File: src/rtl/div_pkg.sv
// Shared definitions for the restoring divider controller and its shift stage.
// The controller FSM encoding and the default operand width live here.
package div_pkg;

  localparam int DIV_W = 8;

  typedef enum logic [2:0] {
    S_IDLE    = 3'd0,
    S_LOAD    = 3'd1,
    S_SHIFT   = 3'd2,
    S_COMPARE = 3'd3,
    S_WRITE   = 3'd4,
    S_FINISH  = 3'd5
  } div_state_t;

endpackage

File: src/rtl/div_cmp_sub.sv
// Restoring-division compare/subtract: quotient bit and trial difference.
module div_cmp_sub #(
  parameter int N = 8
) (
  input  logic [N-1:0] rem_in,
  input  logic [N-1:0] divisor,
  output logic         qbit,
  output logic [N-1:0] difference
);

  // unsigned compare; difference wraps mod 2^N and is only used when qbit=1
  always_comb begin
    qbit       = (rem_in >= divisor);
    difference = rem_in - divisor;
  end

endmodule

File: src/rtl/div_restore_ctrl.sv
// Restoring divider controller. Sequences an external shift stage that holds
// the dividend and partial remainder, decides one quotient bit per pass and
// writes back the restored/subtracted remainder.
// Optional macro DIV_ZERO_CHECK_EN: divisor 0 short-circuits to FINISH with
// quotient all ones, remainder 0 and div_zero set.
module div_restore_ctrl
  import div_pkg::*;
#(
  parameter int N = DIV_W
) (
  input  logic         clk,
  input  logic         rst,
  input  logic         start,
  input  logic [N-1:0] divisor,
  input  logic [N-1:0] rem_in,
  input  logic         last,
  output logic         shift_load,
  output logic         shift_step,
  output logic         rem_wr,
  output logic [N-1:0] rem_new,
  output logic [N-1:0] quotient,
  output logic [N-1:0] remainder,
  output logic         busy,
  output logic         done,
  output logic         seq_err,
  output logic         div_zero
);

  localparam int CW = $clog2(N + 1);

  div_state_t    state, state_nxt;
  logic [N-1:0]  div_r;
  logic [CW-1:0] cnt;
  logic          qbit;
  logic [N-1:0]  diff;
  logic          final_bit;
  logic          dz_start;

  div_cmp_sub #(.N(N)) u_cmp (
    .rem_in     (rem_in),
    .divisor    (div_r),
    .qbit       (qbit),
    .difference (diff)
  );

  // the compare being evaluated is the N-th one (counter not yet bumped)
  assign final_bit = (cnt == CW'(N - 1));

`ifdef DIV_ZERO_CHECK_EN
  assign dz_start = (divisor == '0);
`else
  assign dz_start = 1'b0;
`endif

  // state register
  always_ff @(posedge clk) begin
    if (rst) state <= S_IDLE;
    else     state <= state_nxt;
  end

  // next state and per-state strobes
  always_comb begin
    state_nxt  = state;
    shift_load = 1'b0;
    shift_step = 1'b0;
    rem_wr     = 1'b0;
    busy       = (state != S_IDLE);
    done       = (state == S_FINISH);
    case (state)
      S_IDLE:    if (start) state_nxt = dz_start ? S_FINISH : S_LOAD;
      S_LOAD:    begin shift_load = 1'b1; state_nxt = S_SHIFT; end
      S_SHIFT:   begin shift_step = 1'b1; state_nxt = S_COMPARE; end
      S_COMPARE: begin
        if (qbit)           state_nxt = S_WRITE;
        else if (final_bit) state_nxt = S_FINISH;
        else                state_nxt = S_SHIFT;
      end
      S_WRITE:   begin
        rem_wr    = 1'b1;
        state_nxt = (cnt == CW'(N)) ? S_FINISH : S_SHIFT;
      end
      S_FINISH:  state_nxt = S_IDLE;
      default:   state_nxt = S_IDLE;
    endcase
  end

  // datapath: operand latch, quotient shift, bit count, result capture, status
  always_ff @(posedge clk) begin
    if (rst) begin
      div_r     <= '0;
      cnt       <= '0;
      quotient  <= '0;
      remainder <= '0;
      rem_new   <= '0;
      seq_err   <= 1'b0;
    end else begin
      case (state)
        S_IDLE: if (start) begin
          div_r     <= divisor;
          cnt       <= '0;
          quotient  <= dz_start ? '1 : '0;
          remainder <= '0;
          rem_new   <= '0;
          seq_err   <= 1'b0;
        end
        S_COMPARE: begin
          quotient <= {quotient[N-2:0], qbit};
          cnt      <= cnt + CW'(1);
          if (qbit) rem_new <= diff;
          // shift stage must report exhaustion exactly on the final bit
          if (final_bit ? !last : last) seq_err <= 1'b1;
          if (!qbit && final_bit) remainder <= rem_in;
        end
        S_WRITE: if (cnt == CW'(N)) remainder <= rem_new;
        default: ;
      endcase
    end
  end

`ifdef DIV_ZERO_CHECK_EN
  // divide-by-zero flag, held with the result until the next accepted start
  always_ff @(posedge clk) begin
    if (rst)                          div_zero <= 1'b0;
    else if (state == S_IDLE && start) div_zero <= dz_start;
  end
`else
  assign div_zero = 1'b0;
`endif

endmodule
File: config.mk
export PLATFORM = sky130hd
export DESIGN_NAME = div_restore_ctrl
export DESIGN_NICKNAME = d
export VERILOG_FILES = /design/src/rtl/div_pkg.sv /design/src/rtl/div_cmp_sub.sv /design/src/rtl/div_restore_ctrl.sv
export SDC_FILE = /design/constraint.sdc
export NUM_CORES = 1
export LEC_CHECK = 0
export ABC_AREA = 1
export CAP_MARGIN = 20
export CORE_ASPECT_RATIO = 1.2
export CORE_MARGIN = 10
export CORE_UTILIZATION = 50
export DETAILED_ROUTE_END_ITERATION = 16
export HOLD_SLACK_MARGIN = 0.03
export PLACE_DENSITY = 0.8
export SYNTH_ARGS = -nofsm -noshare
export SYNTH_HDL_FRONTEND = slang
export SYNTH_SLANG_ARGS = --single-unit
File: constraint.sdc
create_clock -name clk -period 2.8 [get_ports clk]
set_input_delay 0.7 -clock clk [delete_from_list [all_inputs] [get_ports clk]]
set_output_delay 0.7 -clock clk [all_outputs]
set_load 0.005 [all_outputs]
==> impl_metrics.toml <==
[yosys]
synth_compound_gate_area_share_pct = 15.62
synth.yosys.warnings = 0
share_of_synthesized_area_spent_on_multiplexers_pct = 0
fraction_of_the_mapped_netlist_area_in_simple_logic_gates_pct = 30.45
synth.distinct_cells = 36
largest_family_of_logic_cells_by_synthesized_area = "simple AND/OR/NAND/NOR gates"
ys.flop_type = "sky130_fd_sc_hd__dfxtp_1"
synth.yosys.seq_area_share_pct = 35.96
synthDominantCellAreaShare_pct = 35.96
postSynthRegisterBits = 40
synth_enable_flop_cells = 0
synth.net_count = 337
synth_xor_area_share_pct = 1.180
asyncSetResetFlopFracSynth_pct = 0
synth.avg_cell_area_um2 = 7.278
number_of_standard_cells_after_synthesis = 306
biggest_area_contributors_in_the_synthesized_netlist = "sky130_fd_sc_hd__dfxtp_1 36%, sky130_fd_sc_hd__nand2_1 12%, sky130_fd_sc_hd__a21oi_1 9.7%"
yosys.area.top_type = "sky130_fd_sc_hd__dfxtp_1"
post_synth_instance_area_mm2 = 0.002227
yosys.area_share.adder_pct = 6.517

[worst_setup_path]
critPathSlowestCell = "sky130_fd_sc_hd__clkdlybuf4s50_1"
crit_top_cell = "sky130_fd_sc_hd__nand2_1"
timing.reg2reg.worst_path_depth = 13
critPathMaxFanout = 16
crit_arrival_ns = 2.66
ff2ff_setup_slack_ns = 0.87
worst_setup_path_start_kind = "input pin"
r2r_start = "div_r[0]"
setup.worst_path.class = "input pin to flop"
critical_path_required_ns = 2.99
path_cells = "clkdlybuf4s50_1 -> inv_1 -> ha_1 -> inv_1 -> fa_1 -> nand2_1 -> nand2_1 -> nand2_2 -> nand2_2 -> nand2_4 -> nand3_4 -> nand2_4 -> nand3_1 -> nand2_1 -> nor2_1"
endpoint_class_of_the_critical_path = "flop"
path_delay_family = "simple AND/OR/NAND/NOR gates"
r2r-end = "remainder[0]"
largest_stage_delay_on_the_critical_path_ns = 0.39
worst-path-buf-inv = 3

[hold_path]
hold_path_class = "flop to flop"
hp-start = "div_r[2]"
destination_of_the_worst_hold_path = "div_r[2]"
worstHoldPathCells = 2

[finish]
layout-drive-gt1-share_pct = 9.777
layout-area-overhead-vs-synth_pct = 27.98
sequential_cell_area_um2 = 800.8
num_antenna_cells = 0
final_cells = 414
n_fill_cell = 392
multiInputGateArea_mm2 = 0.001201
nNetsFinal = 388

[placed_design]
placement.io_buffers = 49
dp.cells = 406
place_hpwl_um = 4174
gp_congestion = 0.8729

[routing]
wl_um = 5499
route.detailed.drc = 0
postRouteAntennaNets = 0
initialDrtViolationCount = 111
avgRoutedWirePerCell_um = 13.28
num_vias = 2126
detail_route.first_pass.iterations = 4
avgViaCountPerCell = 5.135

[die]
floorplan.core_area_mm2 = 0.004294
start_util_pct = 51.86
num_io_pins = 51
die-width_um = 80.93
placement_rows = 26
die_area_mm2 = 0.007535
die_height_um = 93.11

[power_and_ir_drop]
power.share.combinational_pct = 25.3
cellPowerDensity_mw_per_mm2 = 510.6
power.switching_w = 0.0004232
internal_power_w = 0.001032
power.share.sequential_pct = 42.7
share_clk_of_total_power_pct = 31.9
power.share.switching_pct = 29.08
p_leak_nw = 1.142
worst_ir_drop_vdd_mv = 0.2749

[global_route]
grt_pass1_wl_um = 9163
grt_pass1_vias = 2038
grt_antenna_before_repair = 0
grt_util_all_layers_pct = 14.85
grt_max_degree = 23
remaining_global_route_overflow = 0

[timing]
report.final.slew_viol_count = 0
hold_viol_final = 0
achievable-frequency_ghz = 0.4038
tns_ns = 0
shortest_clock_period_the_worst_path_allows_after_layout_ns = 2.477
finalSetupViolCount = 0
final.period_utilization_pct = 88.46
worst_clock_skew_ns = 0.006972
worst-slew-pin-transition_ns = 0.5230
grt_setup_unrepaired = "no"
worst_slew_margin_rel_pct = 65.10

[clock_tree]
cts_inserted_buffers = 5
cts_tree = "yes"
clock-sinks = 40
count_of_h_tree_levels_built_during_cts = 2
cts.hold.buffers_added = 0
post_cts_resized = 0
cts-root-buf = "sky130_fd_sc_hd__clkbuf_8"
worstSkewPairLatency_ns = 0.29
post-cts-setup-buffers = 0
clk_pin_slew_ns = 0.08
maximum_root_to_sink_buffer_count = 2

[job]
drv.max_cap_violation_count = 0

[run_status]
run_status = "complete, no violations"
## worst max-delay path by stage
| stage | start | to | slack, ns | cells past startpoint |
|---|---|---|---|---|
| 2_1_floorplan | rem_in[0] | remainder[6] | 0.61 | 15 |
| 3_3_place_gp | rem_in[0] | remainder[1] | 0.1 | 15 |
| 3_5_place_dp | rem_in[0] | remainder[3] | 0.03 | 15 |
| 4_1_cts | rem_in[0] | remainder[3] | 0.33 | 15 |
| 5_1_grt | rem_in[0] | rem_new[7] | 0.07 | 14 |
| 6_report | rem_in[0] | remainder[0] | 0.32 | 15 |
## worst reg2reg max path, stage by stage (launching register included)
cell	delay, ns
sky130_fd_sc_hd__dfxtp_1	0.34
sky130_fd_sc_hd__ha_1	0.14
sky130_fd_sc_hd__inv_1	0.06
sky130_fd_sc_hd__fa_1	0.39
sky130_fd_sc_hd__nand2_1	0.09
sky130_fd_sc_hd__nand2_1	0.09
sky130_fd_sc_hd__nand2_2	0.08
sky130_fd_sc_hd__nand2_2	0.06
sky130_fd_sc_hd__nand2_4	0.09
sky130_fd_sc_hd__nand3_4	0.08
sky130_fd_sc_hd__nand2_4	0.18
sky130_fd_sc_hd__nand3_1	0.10
sky130_fd_sc_hd__nand2_1	0.08
sky130_fd_sc_hd__nor2_1	0.05
## layout make-up
class	instances	share of cell area (%)
flip-flops and latches	40	28.09
repair buffers	55	18.79
inverters	36	4.741
clock inverters	2	1.229
multi-input cells	219	42.14
well taps	56	2.458
clock buffers	6	2.546
## per-layer routing
metal / share of wire (%) / vias to the layer above / routed length (um) / track usage, %
li1: - / 1092 / - / -
met1: 43 / 964 / 2360 / 17.09
met2: 48 / 61 / 2631 / 25.47
met3: 7.9 / 9 / 435 / 4.502
met4: 1.3 / 0 / 70 / 4.624
met5: 0 / - / 0 / 0
## sequential cells by signal, summed over array words and instances, names as in the netlist
signal	count
cnt	4
div_r	8
quotient	8
rem_new	8
remainder	8
seq_err	1
state	3
## metrics by stage
step	setup slack, ns	instance area (um^2)	power (W)	utilization [%]	hold WS [ns]
floorplan	0.6127	2227	0.0008884	-	0.4325
global placement	0.09617	2743	0.0009945	63.87	0.4489
detailed placement	0.03053	2743	0.001005	63.87	0.4568
CTS	0.3337	2850	0.001461	66.38	0.4682
global route	0.07236	2850	0.001530	66.38	0.4896
finish	0.3233	2850	0.001455	66.38	0.4616
## cells in the mapped netlist (2+ instances only)
cell,n
sky130_fd_sc_hd__nand4_1,5
sky130_fd_sc_hd__nand3_4,2
sky130_fd_sc_hd__nand2_1,74
sky130_fd_sc_hd__ha_1,10
sky130_fd_sc_hd__inv_1,33
sky130_fd_sc_hd__a21oi_2,3
sky130_fd_sc_hd__clkbuf_1,2
sky130_fd_sc_hd__nor2_4,2
sky130_fd_sc_hd__o21ai_0,11
sky130_fd_sc_hd__buf_2,2
sky130_fd_sc_hd__nor2_1,16
sky130_fd_sc_hd__or2_1,2
sky130_fd_sc_hd__xnor2_1,2
sky130_fd_sc_hd__buf_6,2
sky130_fd_sc_hd__a21oi_1,43
sky130_fd_sc_hd__nand3_2,2
sky130_fd_sc_hd__buf_4,4
sky130_fd_sc_hd__nand2_2,5
sky130_fd_sc_hd__nand2_4,2
sky130_fd_sc_hd__dfxtp_1,40
sky130_fd_sc_hd__nand3_1,25
sky130_fd_sc_hd__nor3_1,4
sky130_fd_sc_hd__inv_2,2
## cell families after synthesis
logic type	Yosys count
and+or+nand+nor	142
AOI/OAI and AO/OA	62
buffers and inverters	47
DFF	40
adders and majority gates	11
xor gates and xnor gates	3
other	1
## power by group through the flow
stage | Sequential (W) | Clock, W | Combinational, W
5_1_grt | 0.000626 | 0.000492 | 0.000413
4_1_cts | 0.000622 | 0.000469 | 0.000370
3_3_place_gp | 0.000633 | 0 | 0.000361
6_report | 0.000622 | 0.000465 | 0.000369
3_5_place_dp | 0.000635 | 0 | 0.000369
2_1_floorplan | 0.000635 | 0 | 0.000253
## cells in the final DEF (no fill, tap or decap), types with 3 or more instances in the layout
cell,Yosys,final
sky130_fd_sc_hd__a21oi_2,3,3
sky130_fd_sc_hd__nor3_1,4,4
sky130_fd_sc_hd__clkbuf_8,0,5
sky130_fd_sc_hd__nand2_1,74,74
sky130_fd_sc_hd__dfxtp_1,40,40
sky130_fd_sc_hd__o21ai_0,11,11
sky130_fd_sc_hd__nand4_1,5,5
sky130_fd_sc_hd__clkdlybuf4s50_1,0,49
sky130_fd_sc_hd__nand3_1,25,25
sky130_fd_sc_hd__nand2_2,5,5
sky130_fd_sc_hd__buf_4,4,6
sky130_fd_sc_hd__a21oi_1,43,43
sky130_fd_sc_hd__ha_1,10,10
sky130_fd_sc_hd__nor2_1,16,16
sky130_fd_sc_hd__inv_1,33,33
Power figures use the tool's default switching activity.
